[src/rtl/upsampling_layer_pkg.sv]
// Shared definitions for the upsampling layer: counter-width macro and FSM state encoding.
`ifndef UPSAMPLING_LAYER_DEFS
`define UPSAMPLING_LAYER_DEFS
`define LOG2(x) (((x) <= 1) ? 1 : $clog2(x))
`endif

package upsampling_layer_pkg;
  typedef enum logic {
    UPS_LIVE   = 1'b0,
    UPS_REPLAY = 1'b1
  } ups_state_e;
endpackage

[src/rtl/upsample_row_buffer.sv]
// Single-row pixel store: synchronous write, combinational read, used to replay rows vertically.
module upsample_row_buffer
  import upsampling_layer_pkg::*;
#(
  parameter int DEPTH = 4,
  parameter int WIDTH = 8
) (
  input  logic                     clk,
  input  logic                     clk_en,
  input  logic                     wr_en,
  input  logic [`LOG2(DEPTH)-1:0]  wr_addr,
  input  logic [WIDTH-1:0]         wr_data,
  input  logic [`LOG2(DEPTH)-1:0]  rd_addr,
  output logic [WIDTH-1:0]         rd_data
);

  logic [WIDTH-1:0] mem [DEPTH];

  always_ff @(posedge clk) begin
    if (clk_en && wr_en) begin
      mem[wr_addr] <= wr_data;
    end
  end

  assign rd_data = mem[rd_addr];

endmodule

[src/rtl/upsampling_layer.sv]
// Nearest-neighbour upsampler: replicates each input pixel SCALE times per axis,
// replaying buffered rows while the input is stalled.
module upsampling_layer
  import upsampling_layer_pkg::*;
#(
  parameter int D_WIDTH    = 8,
  parameter int CHANNELS   = 1,
  parameter int IMAGE_SIZE = 4,
  parameter int SCALE      = 2
) (
  input  logic                          clk,
  input  logic                          rst,
  input  logic                          clk_en,
  input  logic [D_WIDTH*CHANNELS-1:0]   input_data,
  input  logic                          input_valid,
  output logic                          input_ready,
  output logic [D_WIDTH*CHANNELS-1:0]   output_data,
  output logic                          valid,
  output logic                          last
);

  localparam int PW = D_WIDTH * CHANNELS;
  localparam int CW = `LOG2(IMAGE_SIZE);
  localparam int SW = `LOG2(SCALE);
  localparam logic [CW-1:0] COL_MAX = CW'(IMAGE_SIZE - 1);
  localparam logic [SW-1:0] REP_MAX = SW'(SCALE - 1);

  ups_state_e      state_p0, state_nxt;
  logic [CW-1:0]   col_p0, row_p0, col_nxt, row_nxt;
  logic [SW-1:0]   hrep_p0, vrep_p0, hrep_nxt, vrep_nxt;
  logic [PW-1:0]   data_p1, buf_rd;
  logic            vld_p1, last_p1;
  logic            live_head, accept, advance, at_end;

  assign live_head   = (state_p0 == UPS_LIVE) && (hrep_p0 == '0);
  assign input_ready = clk_en & ~rst & live_head;
  assign accept      = input_ready & input_valid;
  // Only a fresh-pixel slot can stall; every replicated copy always advances.
  assign advance     = accept | ~live_head;
  assign at_end      = (row_p0 == COL_MAX) && (vrep_p0 == REP_MAX) &&
                       (col_p0 == COL_MAX) && (hrep_p0 == REP_MAX);

  always_comb begin
    hrep_nxt  = hrep_p0;
    col_nxt   = col_p0;
    vrep_nxt  = vrep_p0;
    row_nxt   = row_p0;
    state_nxt = state_p0;
    if (advance) begin
      if (hrep_p0 != REP_MAX) begin
        hrep_nxt = hrep_p0 + SW'(1);
      end else begin
        hrep_nxt = '0;
        if (col_p0 != COL_MAX) begin
          col_nxt = col_p0 + CW'(1);
        end else begin
          col_nxt = '0;
          if (vrep_p0 != REP_MAX) begin
            vrep_nxt = vrep_p0 + SW'(1);
          end else begin
            vrep_nxt = '0;
            row_nxt  = (row_p0 == COL_MAX) ? '0 : row_p0 + CW'(1);
          end
        end
      end
      state_nxt = (vrep_nxt == '0) ? UPS_LIVE : UPS_REPLAY;
    end
  end

  always_ff @(posedge clk) begin
    if (rst) begin
      state_p0 <= UPS_LIVE;
      col_p0   <= '0;
      hrep_p0  <= '0;
      vrep_p0  <= '0;
      row_p0   <= '0;
    end else if (clk_en) begin
      state_p0 <= state_nxt;
      col_p0   <= col_nxt;
      hrep_p0  <= hrep_nxt;
      vrep_p0  <= vrep_nxt;
      row_p0   <= row_nxt;
    end
  end

  upsample_row_buffer #(
    .DEPTH (IMAGE_SIZE),
    .WIDTH (PW)
  ) u_row_buffer (
    .clk     (clk),
    .clk_en  (clk_en),
    .wr_en   (accept),
    .wr_addr (col_p0),
    .wr_data (input_data),
    .rd_addr (col_p0),
    .rd_data (buf_rd)
  );

  // Stage p1: registered output pixel
  always_ff @(posedge clk) begin
    if (rst) begin
      data_p1 <= '0;
      vld_p1  <= 1'b0;
      last_p1 <= 1'b0;
    end else if (clk_en) begin
      if (state_p0 == UPS_REPLAY) begin
        data_p1 <= buf_rd;
        vld_p1  <= 1'b1;
        last_p1 <= at_end;
      end else if (hrep_p0 != '0) begin
        vld_p1  <= 1'b1;
        last_p1 <= at_end;
      end else if (accept) begin
        data_p1 <= input_data;
        vld_p1  <= 1'b1;
        last_p1 <= at_end;
      end else begin
        vld_p1  <= 1'b0;
        last_p1 <= 1'b0;
      end
    end
  end

  assign output_data = data_p1;
  assign valid       = vld_p1;
  assign last        = last_p1;

endmodule

[config.mk]
export PLATFORM = sky130hd
export DESIGN_NAME = upsampling_layer
export DESIGN_NICKNAME = d
export VERILOG_FILES = /design/src/rtl/upsampling_layer_pkg.sv /design/src/rtl/upsample_row_buffer.sv /design/src/rtl/upsampling_layer.sv
export SDC_FILE = /design/constraint.sdc
export NUM_CORES = 1
export LEC_CHECK = 0
export CAP_MARGIN = 20
export CELL_PAD_IN_SITES_DETAIL_PLACEMENT = 1
export CELL_PAD_IN_SITES_GLOBAL_PLACEMENT = 1
export CORE_MARGIN = 5
export CORE_UTILIZATION = 49
export DETAILED_ROUTE_END_ITERATION = 16
export PLACE_DENSITY_LB_ADDON = 0.05
export SLEW_MARGIN = 40
export SYNTH_ARGS = -nofsm -noshare
export SYNTH_HDL_FRONTEND = slang
export SYNTH_SLANG_ARGS = --single-unit
[constraint.sdc]
create_clock -name clk -period 2.9 [get_ports clk]
set_input_delay 0.58 -clock clk [delete_from_list [all_inputs] [get_ports clk]]
set_output_delay 0.58 -clock clk [all_outputs]
set_load 0.01 [all_outputs]
==> results.cfg <==
[synth]
synth-seq-cells = 48
synthDominantAreaCellType = sky130_fd_sc_hd__edfxtp_1
syn_inst = 128
syn-num-nets = 145
syn_area_sq_um = 1960
synth_top_area_share_pct = 49.0
postSynthAreaPerCell_sq_um = 15.3
synth.yosys.seq_area_share_pct = 65.4
synth-edff-count = 32
netlist_top_cells_area = sky130_fd_sc_hd__edfxtp_1, sky130_fd_sc_hd__dfxtp_1, sky130_fd_sc_hd__mux4_2, sky130_fd_sc_hd__mux2i_1, sky130_fd_sc_hd__ha_1
synth_flop_cell = sky130_fd_sc_hd__edfxtp_1
postSynth.asyncResetShare_pct = 0
yosys_warnings = 0
distinct_cells_synth = 29

[detailed_routing]
wl_per_cell_microns = 18.6
drt_first_iter_violations = 100
total_routed_length_microns = 3790
firstDrtPassIters = 4
remaining_drc_errors = 0
post_drt_via_cell_ratio = 5.52
route.vias.total = 1126
antenna_left = 0

[clocking]
hold_buf_cts = 0
cts-root-buf = sky130_fd_sc_hd__clkbuf_8
clk_transition_reported_paths_ns = 0.08
ctsHtreeMaxLevel = 2
cts_resized = 0
tritoncts_num_sinks = 48
cts_buffer_depth = 2
insertion_delay_ns = 0.29
post_cts_buffers = 0
tritoncts = yes
clock_buffers_created_by_tritoncts = 5

[power_and_ir_drop]
irDropWorstVdd_mv = 0.333
power_density_nw_per_um2 = 528
p_leak_nw = 0.757

[placed_design]
gp_congestion = 0.716
placement.cell_area_sq_um = 2210
post-place-cells = 196
dp.final_hpwl_microns = 2700
port_buffers = 22

[critical_path]
reg2reg_setup_slack_ns = 1.06
worst-path-max-fanout = 6
crit_path_start_kind = input port
crit_path_dat_ns = 2.02
crit_required_ns = 2.32
crit_path_end_kind = primary output
worst-setup-path-type = in -> out

[floorplanning]
placementRows = 23
ios = 23
initial_core_util_pct = 49.7
die_area_sq_um = 5360
design.core.area_sq_um = 3940
fp.dieW_microns = 73.2
dieHeight_microns = 73.2

[final_layout]
design_area_sq_um = 2300
layout-area-overhead-vs-synth_pct = 17.4
finish.utilization_pct = 58.3
post_route_cells_drive_above_1_share_pct = 15.6
layout.filler_cells = 371
fin_cells = 204
n_antenna_cell = 0
nNetsFinal = 170

[timing]
worst_pin_slew_ns = 0.712
max_slew_margin_pct = 52.5
maxSlewViolCount = 0
setup_repair_after_global_routing_missed_its_margin = false
timing.final.crit_period_ns = 2.60
fmax_mhz = 385
post-route-period-util_pct = 89.6
finClkSkew_ns = 0.00542
finalSetupViolations = 0
setup_tns_ns = 0
fin_worst_hold_slack_ns = 0.477
hold_viol_final = 0

[flow_run]
maxCapViolCount = 0

[outcome]
outcome = finished, final reports clean

[global_routing]
globalRouteOverflowTotal = 0
groute.usage.overall_pct = 15.8
grt_pass1_wl_microns = 5900
vias_in_the_first_global_route = 1201
number_of_antenna_violations_at_the_first_check_in_global_routing = 0
grt_max_degree = 18

[min_path]
holdCritPathClass = reg -> reg
==> per-stage QoR <==
step           power [mW]  setup WS [ns]
2_1_floorplan       0.806           1.14
3_3_place_gp        0.846          0.311
3_5_place_dp        0.851          0.277
4_1_cts              1.22          0.277
5_1_grt              1.27          0.238
6_report             1.21          0.301
==> cell usage in the layout, fill, tap and decap left out, types with 2 or more instances in the layout <==
cell type	n
sky130_fd_sc_hd__mux2i_1	8
sky130_fd_sc_hd__ha_1	5
sky130_fd_sc_hd__clkbuf_8	5
sky130_fd_sc_hd__nand3_1	2
sky130_fd_sc_hd__a21oi_1	5
sky130_fd_sc_hd__inv_1	3
sky130_fd_sc_hd__clkdlybuf4s50_1	22
sky130_fd_sc_hd__nand2_1	4
sky130_fd_sc_hd__buf_4	3
sky130_fd_sc_hd__mux4_2	8
sky130_fd_sc_hd__a211oi_1	8
sky130_fd_sc_hd__dfxtp_1	16
sky130_fd_sc_hd__nor2_1	13
sky130_fd_sc_hd__and3_2	4
sky130_fd_sc_hd__edfxtp_1	32
sky130_fd_sc_hd__nor3_1	2
==> routing by layer <==
layer / track usage, % / routed length, microns
met1: 17.3 / 1550
met2: 28.2 / 2040
met3: 4.27 / 152
met5: 0 / 0
met4: 7.17 / 51
==> state kept, by name, summed over array words and instances (netlist names) <==
register	cells
u_row_buffer.mem	32
output_data	8
col_p0	2
row_p0	2
hrep_p0	1
last	1
state_p0	1
valid	1
==> worst paths after layout <==
kind                           from                           to  cells past startpoint
max                             rst                  input_ready                      3
max reg2reg  col_p0[0]$_SDFFE_PP0P_  output_data[1]$_SDFFE_PP0P_                      3
min reg2reg  row_p0[1]$_SDFFE_PP0P_       row_p0[1]$_SDFFE_PP0P_                      2
min          row_p0[1]$_SDFFE_PP0P_       row_p0[1]$_SDFFE_PP0P_                      2
==> where the power goes <==
part           internal [mW]  switching [mW]
sequential             0.739         0.00806
clock                  0.169           0.212
combinational         0.0468          0.0397
==> cells by family after synthesis <==
logic type	share of synthesized area (%)
xor gates and xnor gates	0.447
and+or+nand+nor	8.69
DFF	65.4
buffers and inverters	3.13
adders and majority gates	3.19
muxes	13.9
AOI/OAI and AO/OA	5.30
==> Yosys cell counts, types with 3 or more instances <==
cell type / count
sky130_fd_sc_hd__inv_1: 3
sky130_fd_sc_hd__a211oi_1: 8
sky130_fd_sc_hd__mux4_2: 8
sky130_fd_sc_hd__nand2_1: 4
sky130_fd_sc_hd__nor2_1: 13
sky130_fd_sc_hd__edfxtp_1: 32
sky130_fd_sc_hd__dfxtp_1: 16
sky130_fd_sc_hd__and3_2: 4
sky130_fd_sc_hd__ha_1: 5
sky130_fd_sc_hd__a21oi_1: 5
sky130_fd_sc_hd__mux2i_1: 8
==> layout make-up <==
cell class	instances	area (sq um)	area share [%]
inverters	3	11.3	0.490
clock inverters	2	12.5	0.544
clock buffers	6	72.6	3.16
repair buffers	25	243	10.6
flip-flops and latches	48	1280	55.7
multi-input cells	70	617	26.8
well taps	50	62.6	2.72
==> worst max-delay path, stage by stage <==
cell and delay [ns]:
sky130_fd_sc_hd__clkdlybuf4s50_1 0.50, sky130_fd_sc_hd__nor4b_4 0.34, sky130_fd_sc_hd__clkdlybuf4s50_1 0.60
No activity file was read; power rests on OpenSTA's default activity.
